## src/rtl/alu_issue_stage_if.sv

```systemverilog
// Bundle of ID-side and EX-side signals around the ALU issue register.
// The illegal_count signal exists only when ILLEGAL_TRAP_EN is defined.
interface alu_issue_stage_if #(
    parameter int DATA_W = 32
);
    logic              flush;
    logic              in_valid;
    logic              in_ready;
    logic [31:0]       instr;
    logic [DATA_W-1:0] pc_plus4;
    logic [DATA_W-1:0] rs_data;
    logic [DATA_W-1:0] rt_data;
    logic              out_valid;
    logic              out_ready;
    logic [5:0]        alu_op;
    logic [DATA_W-1:0] alu_a;
    logic [DATA_W-1:0] alu_b;
    logic              wr_en;
    logic [4:0]        wr_reg;
    logic              mem_rd;
    logic              mem_wr;
    logic [DATA_W-1:0] store_data;
    logic              illegal;
`ifdef ILLEGAL_TRAP_EN
    logic [15:0]       illegal_count;
`endif

    modport master (
        output flush, in_valid, instr, pc_plus4, rs_data, rt_data, out_ready,
        input  in_ready, out_valid, alu_op, alu_a, alu_b, wr_en, wr_reg,
               mem_rd, mem_wr, store_data, illegal
`ifdef ILLEGAL_TRAP_EN
             , illegal_count
`endif
    );

    modport slave (
        input  flush, in_valid, instr, pc_plus4, rs_data, rt_data, out_ready,
        output in_ready, out_valid, alu_op, alu_a, alu_b, wr_en, wr_reg,
               mem_rd, mem_wr, store_data, illegal
`ifdef ILLEGAL_TRAP_EN
             , illegal_count
`endif
    );
endinterface

```

## src/rtl/alu_issue_stage.sv

```systemverilog
// ID->EX issue register: decodes the 31-instruction MIPS subset into ALU op/operands.
// Define ILLEGAL_TRAP_EN to flag unrecognised encodings and count them (illegal_count).
`ifndef ALU_ADDU
`define ALU_SLL   6'h00
`define ALU_SRL   6'h02
`define ALU_SRA   6'h03
`define ALU_SLLV  6'h04
`define ALU_SRLV  6'h06
`define ALU_SRAV  6'h07
`define ALU_JR    6'h08
`define ALU_ORI   6'h0D
`define ALU_XORI  6'h0E
`define ALU_LUI   6'h0F
`define ALU_ADD   6'h20
`define ALU_ADDU  6'h21
`define ALU_SUB   6'h22
`define ALU_SUBU  6'h23
`define ALU_AND   6'h24
`define ALU_OR    6'h25
`define ALU_XOR   6'h26
`define ALU_NOR   6'h27
`define ALU_SLT   6'h2A
`define ALU_SLTU  6'h2B
`endif

module alu_issue_stage #(
    parameter int DATA_W   = 32,
    parameter int LINK_REG = 31
) (
    input logic               clk,
    input logic               rst,
    alu_issue_stage_if.slave  bus
);
    logic [5:0]  opcode, funct;
    logic [4:0]  rs, rt, rd, shamt;
    logic [15:0] imm;

    assign opcode = bus.instr[31:26];
    assign rs     = bus.instr[25:21];
    assign rt     = bus.instr[20:16];
    assign rd     = bus.instr[15:11];
    assign shamt  = bus.instr[10:6];
    assign funct  = bus.instr[5:0];
    assign imm    = bus.instr[15:0];

    logic [DATA_W-1:0] imm_sx, imm_zx, shamt_zx;
    assign imm_sx   = {{(DATA_W-16){imm[15]}}, imm};
    assign imm_zx   = {{(DATA_W-16){1'b0}}, imm};
    assign shamt_zx = {{(DATA_W-5){1'b0}}, shamt};

    logic [5:0]        op_d,   op_q;
    logic [DATA_W-1:0] a_d,    a_q;
    logic [DATA_W-1:0] b_d,    b_q;
    logic              wen_d,  wen_q;
    logic [4:0]        wreg_d, wreg_q;
    logic              mrd_d,  mrd_q;
    logic              mwr_d,  mwr_q;
    logic [DATA_W-1:0] sd_d,   sd_q;
    logic              ill_d;
    logic              vld_q;

    // Defaults describe the NOP that unrecognised encodings decode to.
    always_comb begin
        op_d   = `ALU_ADDU;
        a_d    = '0;
        b_d    = '0;
        wen_d  = 1'b0;
        wreg_d = 5'd0;
        mrd_d  = 1'b0;
        mwr_d  = 1'b0;
        sd_d   = '0;
        ill_d  = 1'b0;
        case (opcode)
            6'h00: begin
                a_d    = bus.rs_data;
                b_d    = bus.rt_data;
                wreg_d = rd;
                wen_d  = 1'b1;
                case (funct)
                    6'h20: op_d = `ALU_ADD;
                    6'h21: op_d = `ALU_ADDU;
                    6'h22: op_d = `ALU_SUB;
                    6'h23: op_d = `ALU_SUBU;
                    6'h24: op_d = `ALU_AND;
                    6'h25: op_d = `ALU_OR;
                    6'h26: op_d = `ALU_XOR;
                    6'h27: op_d = `ALU_NOR;
                    6'h2A: op_d = `ALU_SLT;
                    6'h2B: op_d = `ALU_SLTU;
                    6'h00: begin op_d = `ALU_SLL; a_d = shamt_zx; end
                    6'h02: begin op_d = `ALU_SRL; a_d = shamt_zx; end
                    6'h03: begin op_d = `ALU_SRA; a_d = shamt_zx; end
                    6'h04: op_d = `ALU_SLLV;
                    6'h06: op_d = `ALU_SRLV;
                    6'h07: op_d = `ALU_SRAV;
                    6'h08: begin
                        op_d   = `ALU_JR;
                        b_d    = '0;
                        wreg_d = 5'd0;
                        wen_d  = 1'b0;
                    end
                    default: begin
                        a_d    = '0;
                        b_d    = '0;
                        wreg_d = 5'd0;
                        wen_d  = 1'b0;
                        ill_d  = 1'b1;
                    end
                endcase
            end
            6'h08: begin op_d = `ALU_ADD;  a_d = bus.rs_data; b_d = imm_sx; wreg_d = rt; wen_d = 1'b1; end
            6'h09: begin op_d = `ALU_ADDU; a_d = bus.rs_data; b_d = imm_sx; wreg_d = rt; wen_d = 1'b1; end
            6'h0A: begin op_d = `ALU_SLT;  a_d = bus.rs_data; b_d = imm_sx; wreg_d = rt; wen_d = 1'b1; end
            6'h0B: begin op_d = `ALU_SLTU; a_d = bus.rs_data; b_d = imm_sx; wreg_d = rt; wen_d = 1'b1; end
            6'h0C: begin op_d = `ALU_AND;  a_d = bus.rs_data; b_d = imm_zx; wreg_d = rt; wen_d = 1'b1; end
            6'h0D: begin op_d = `ALU_ORI;  a_d = bus.rs_data; b_d = imm_zx; wreg_d = rt; wen_d = 1'b1; end
            6'h0E: begin op_d = `ALU_XORI; a_d = bus.rs_data; b_d = imm_zx; wreg_d = rt; wen_d = 1'b1; end
            6'h0F: begin op_d = `ALU_LUI;  b_d = imm_zx; wreg_d = rt; wen_d = 1'b1; end
            6'h23: begin
                a_d = bus.rs_data; b_d = imm_sx; wreg_d = rt; wen_d = 1'b1; mrd_d = 1'b1;
            end
            6'h2B: begin
                a_d = bus.rs_data; b_d = imm_sx; mwr_d = 1'b1; sd_d = bus.rt_data;
            end
            6'h04, 6'h05: begin op_d = `ALU_SUBU; a_d = bus.rs_data; b_d = bus.rt_data; end
            6'h02: ;
            6'h03: begin
                a_d    = bus.pc_plus4;
                b_d    = DATA_W'(4);
                wreg_d = 5'(LINK_REG);
                wen_d  = 1'b1;
            end
            default: ill_d = 1'b1;
        endcase
        if (wreg_d == 5'd0) wen_d = 1'b0;
    end

    logic xfer;
    assign bus.in_ready = !vld_q || bus.out_ready;
    assign xfer         = bus.in_valid && bus.in_ready;

    always_ff @(posedge clk) begin
        if (rst) begin
            vld_q  <= 1'b0;
            op_q   <= `ALU_ADDU;
            a_q    <= '0;
            b_q    <= '0;
            wen_q  <= 1'b0;
            wreg_q <= 5'd0;
            mrd_q  <= 1'b0;
            mwr_q  <= 1'b0;
            sd_q   <= '0;
        end else if (bus.flush) begin
            vld_q <= 1'b0;
        end else if (bus.in_ready) begin
            vld_q <= bus.in_valid;
            if (bus.in_valid) begin
                op_q   <= op_d;
                a_q    <= a_d;
                b_q    <= b_d;
                wen_q  <= wen_d;
                wreg_q <= wreg_d;
                mrd_q  <= mrd_d;
                mwr_q  <= mwr_d;
                sd_q   <= sd_d;
            end
        end
    end

    assign bus.out_valid  = vld_q;
    assign bus.alu_op     = op_q;
    assign bus.alu_a      = a_q;
    assign bus.alu_b      = b_q;
    assign bus.wr_en      = wen_q;
    assign bus.wr_reg     = wreg_q;
    assign bus.mem_rd     = mrd_q;
    assign bus.mem_wr     = mwr_q;
    assign bus.store_data = sd_q;

`ifdef ILLEGAL_TRAP_EN
    function automatic logic [15:0] sat_inc16(input logic [15:0] v);
        return (v == 16'hFFFF) ? v : v + 16'd1;
    endfunction

    logic        ill_q;
    logic [15:0] ill_cnt_q;

    // Flushed instructions never count; the flag follows the same load rule as the data.
    always_ff @(posedge clk) begin
        if (rst) begin
            ill_q     <= 1'b0;
            ill_cnt_q <= 16'd0;
        end else if (!bus.flush && xfer) begin
            ill_q <= ill_d;
            if (ill_d) ill_cnt_q <= sat_inc16(ill_cnt_q);
        end
    end

    assign bus.illegal       = ill_q;
    assign bus.illegal_count = ill_cnt_q;
`else
    logic unused_ill;
    assign unused_ill  = ill_d ^ xfer;
    assign bus.illegal = 1'b0;
`endif
endmodule

```

## src/flat_wrapper.sv

```systemverilog
// flat-port wrapper written by rule: the top's interface ports become plain ports
module alu_issue_stage_flat 
#(
    parameter int DATA_W   = 32,
    parameter int LINK_REG = 31
)
  (clk, rst, bus_flush, bus_in_valid, bus_instr, bus_pc_plus4, bus_rs_data, bus_rt_data, bus_out_ready, bus_in_ready, bus_out_valid, bus_alu_op, bus_alu_a, bus_alu_b, bus_wr_en, bus_wr_reg, bus_mem_rd, bus_mem_wr, bus_store_data, bus_illegal);
  alu_issue_stage_if #(.DATA_W(DATA_W)) bus_i ();
  input logic clk;
  input logic rst;
  input wire logic [$bits(bus_i.flush)-1:0] bus_flush;
  input wire logic [$bits(bus_i.in_valid)-1:0] bus_in_valid;
  input wire logic [$bits(bus_i.instr)-1:0] bus_instr;
  input wire logic [$bits(bus_i.pc_plus4)-1:0] bus_pc_plus4;
  input wire logic [$bits(bus_i.rs_data)-1:0] bus_rs_data;
  input wire logic [$bits(bus_i.rt_data)-1:0] bus_rt_data;
  input wire logic [$bits(bus_i.out_ready)-1:0] bus_out_ready;
  output wire logic [$bits(bus_i.in_ready)-1:0] bus_in_ready;
  output wire logic [$bits(bus_i.out_valid)-1:0] bus_out_valid;
  output wire logic [$bits(bus_i.alu_op)-1:0] bus_alu_op;
  output wire logic [$bits(bus_i.alu_a)-1:0] bus_alu_a;
  output wire logic [$bits(bus_i.alu_b)-1:0] bus_alu_b;
  output wire logic [$bits(bus_i.wr_en)-1:0] bus_wr_en;
  output wire logic [$bits(bus_i.wr_reg)-1:0] bus_wr_reg;
  output wire logic [$bits(bus_i.mem_rd)-1:0] bus_mem_rd;
  output wire logic [$bits(bus_i.mem_wr)-1:0] bus_mem_wr;
  output wire logic [$bits(bus_i.store_data)-1:0] bus_store_data;
  output wire logic [$bits(bus_i.illegal)-1:0] bus_illegal;
  assign bus_i.flush = bus_flush;
  assign bus_i.in_valid = bus_in_valid;
  assign bus_i.instr = bus_instr;
  assign bus_i.pc_plus4 = bus_pc_plus4;
  assign bus_i.rs_data = bus_rs_data;
  assign bus_i.rt_data = bus_rt_data;
  assign bus_i.out_ready = bus_out_ready;
  assign bus_in_ready = bus_i.in_ready;
  assign bus_out_valid = bus_i.out_valid;
  assign bus_alu_op = bus_i.alu_op;
  assign bus_alu_a = bus_i.alu_a;
  assign bus_alu_b = bus_i.alu_b;
  assign bus_wr_en = bus_i.wr_en;
  assign bus_wr_reg = bus_i.wr_reg;
  assign bus_mem_rd = bus_i.mem_rd;
  assign bus_mem_wr = bus_i.mem_wr;
  assign bus_store_data = bus_i.store_data;
  assign bus_illegal = bus_i.illegal;
  alu_issue_stage #(.DATA_W(DATA_W), .LINK_REG(LINK_REG)) u_core (.clk(clk), .rst(rst), .bus(bus_i));
endmodule
```

## config.mk

```make
export PLATFORM = sky130hd
export DESIGN_NAME = alu_issue_stage_flat
export DESIGN_NICKNAME = d
export VERILOG_FILES = /design/src/rtl/alu_issue_stage_if.sv /design/src/rtl/alu_issue_stage.sv /design/src/flat_wrapper.sv
export SDC_FILE = /design/constraint.sdc
export NUM_CORES = 1
export LEC_CHECK = 0
export ABC_AREA = 1
export ABC_CLOCK_PERIOD_IN_PS = 1700
export CAP_MARGIN = 5
export CORE_ASPECT_RATIO = 1.5
export CORE_MARGIN = 2
export CORE_UTILIZATION = 41
export DETAILED_ROUTE_END_ITERATION = 10
export PLACE_DENSITY = 0.79
export RECOVER_POWER = 50
export SYNTH_ARGS = -nofsm -noshare
export SYNTH_HDL_FRONTEND = slang
export SYNTH_SLANG_ARGS = --single-unit
```

## constraint.sdc

```tcl
create_clock -name clk -period 1.7 [get_ports clk]
set_input_delay 0.34 -clock clk [delete_from_list [all_inputs] [get_ports clk]]
set_output_delay 0.34 -clock clk [all_outputs]
set_load 0.01 [all_outputs]
```

==> results.py <==
metrics = {
    "cts": {
        "clk_pin_slew_worst_paths_ns": 0.08,
        "cts_buffer_depth": 2,
        "root_buffer": "clkbuf_16",
        "postCtsHoldBufs": 0,
        "htreeDepth": 3,
        "cts.sink_count": 110,
        "clk_latency_ns": 0.35,
        "cts_tree": "yes",
        "cts_buffers": 9,
    },
    "routing": {
        "drt_pass1_iterations": 5,
        "vias": 6210,
        "routedWlPerCell_um": 15.3,
        "drcViolationCount": 0,
        "routed_via_density": 5.09,
        "first_iter_violations": 249,
        "ant_nets": 0,
        "routed_wirelength_um": 18600,
    },
    "setup_path": {
        "critPathLaunchType": "primary input",
        "path_max_fanout": 9,
        "end_kind": "register",
        "worstSetupPathType": "primary input to register",
        "critical_path_required_ns": 1.97,
        "cp.arrival_ns": 1.95,
    },
    "global_route": {
        "overflow": 0,
        "grt_pass1_wl_um": 28000,
        "antenna_found_initial": 0,
        "track_usage_pct": 26.7,
        "grt_pass1_vias": 5819,
        "grt_max_degree": 52,
    },
    "timing": {
        "layout_setup_ws_ns": 0.0258,
        "finalHoldViolCount": 0,
        "timing.final.crit_share_pct": 98.5,
        "rsz0062_at_grt": "true",
        "slew_viol_final": 0,
        "skew_ns": 0.00923,
        "fmax_mhz": 597,
        "finalSetupViolations": 0,
        "period_needed_ns": 1.67,
    },
    "yosys": {
        "synth_top_area_cell": "dfxtp_1",
        "syn_inst": 778,
        "postSynthAreaPerCell_um2": 6.61,
        "synth_top_area_share_pct": 42.8,
        "synth_area_um2": 5140,
        "yosysWarnings": 0,
        "synth_seq_area_share_pct": 42.8,
        "synth_area_leaders": "dfxtp_1, nand2_1, a21oi_1, inv_1, o21ai_1",
        "ys_types": 30,
        "synth_seq_cells": 110,
    },
    "die": {
        "start_util_pct": 41.5,
        "core-area_um2": 12400,
        "die_y_um": 141,
        "io_pins": 246,
        "row_count": 50,
        "die_w_um": 95.5,
        "die_area_um2": 13500,
    },
    "pwr": {
        "power_per_cell_area_nw_per_um2": 672,
        "vdd_ir_drop_max_uv": 618,
        "leakagePower_nw": 3.60,
    },
    "place": {
        "dpl_cell_area_um2": 8120,
        "post-place-ws_ns": -0.510,
        "dp_hpwl_um": 13600,
        "routabilityCongestion": 0.912,
        "port_buffers": 238,
        "place_inst": 1192,
    },
    "final_layout": {
        "finalInstanceArea_um2": 8660,
        "drive_gt1_share_pct": 12.9,
        "layout_common_cells": "nand2_1, clkdlybuf4s50_1, dfxtp_1",
        "area_growth_pct": 68.4,
        "utilization_pct": 69.9,
        "final_common_cell": "nand2_1",
        "fin_nets": 1191,
        "stdcell_count": 1219,
        "diodes": 0,
    },
    "job": {
        "drv_cap": 0,
    },
    "min_path": {
        "min_path_type": "primary input to register",
    },
    "status": {
        "status": "complete, no violations",
    },
}
[critical path: stages]
cell,delay (ns)
clkdlybuf4s50_1,0.47
nor2_2,0.06
nor3_4,0.28
inv_4,0.09
nor3_4,0.22
buf_12,0.14
buf_12,0.13
nand2_1,0.07
a21oi_2,0.14
[cells by family (layout without fill, tap and decap cells)]
logic type             Yosys count  count (layout)  share of synthesized area (%)
and+or+nand+nor                344             345                           26.8
DFF                            110             110                           42.8
other                            1               2                         0.0729
buffers and inverters          113             396                           9.12
AOI/OAI and AO/OA              210             210                           21.2
[layout make-up]
| cell class | count | area (um2) |
|---|---|---|
| Clock buffer | 10 | 239 |
| Clock inverter | 6 | 75.1 |
| Fill cell | 1050 | 3720 |
| Inverter | 64 | 243 |
| Multi-Input combinational cell | 557 | 2570 |
| Sequential cell | 110 | 2200 |
| Tap cell | 156 | 195 |
| Timing Repair Buffer | 316 | 3140 |
[per-stage QoR]
step                total power [W]  hold WS [ns]  setup TNS [ns]
floorplan                   0.00301         0.418               0
global placement            0.00361         0.450          -36.53
detailed placement          0.00361         0.455          -41.90
CTS                         0.00585         0.399               0
global route                0.00605         0.424          -0.421
finish                      0.00582         0.420               0
[synth_stat cells]
master,count
inv_2,5
a31oi_1,2
a21oi_1,114
or3_1,1
a211oi_1,1
nand2_1,297
a41oi_1,1
dfxtp_1,110
nand4_1,3
buf_6,3
nand2_2,1
o211ai_1,5
buf_1,3
conb_1,1
buf_4,2
nand2_4,1
a22oi_1,5
nor2_2,4
o22ai_1,1
nand3_1,10
clkbuf_1,29
o21ai_1,40
o21ai_0,39
inv_1,59
nor3_2,1
o2111ai_1,1
nor2_1,23
buf_2,12
nor3_4,3
o31ai_1,1
[path summary, 6_finish.rpt]
path / start / end / slack (ns) / depth (start not counted)
max: bus_out_ready / u_core.bus.store_data[23] / 0.03 / 9
min: rst / u_core.bus.alu_b[11] / 0.42 / 2
max reg2reg: u_core.bus.out_valid / u_core.bus.store_data[23] / 0.12 / 9
min reg2reg: u_core.bus.alu_b[6] / u_core.bus.alu_b[6] / 0.46 / 2
[timing repair]
item / 4_1_cts / 5_1_grt
cloned: 2 / 3
resized for setup: 27 / 32
pin swaps: 9 / 15
endpoints found under the setup margin: 68 / 65
buffers inserted: 3 / 3
[routing by layer]
| metal | part of all wire, % | track usage, % |
|---|---|---|
| met2 | 53 | 48.9 |
| met4 | 5.1 | 12.9 |
| met5 | 0 | 0 |
| met3 | 6.6 | 6.15 |
| met1 | 35 | 27.8 |
[report_power, final]
part           total (W)  internal [W]  switching, W  leakage (nW)
clock network    0.00222       0.00121       0.00101         0.152
logic           0.000964      0.000522      0.000443          2.56
registers        0.00264       0.00261     0.0000216         0.889
total            0.00582       0.00435       0.00147          3.60
Note: power is estimated with default switching activity, not from simulation.
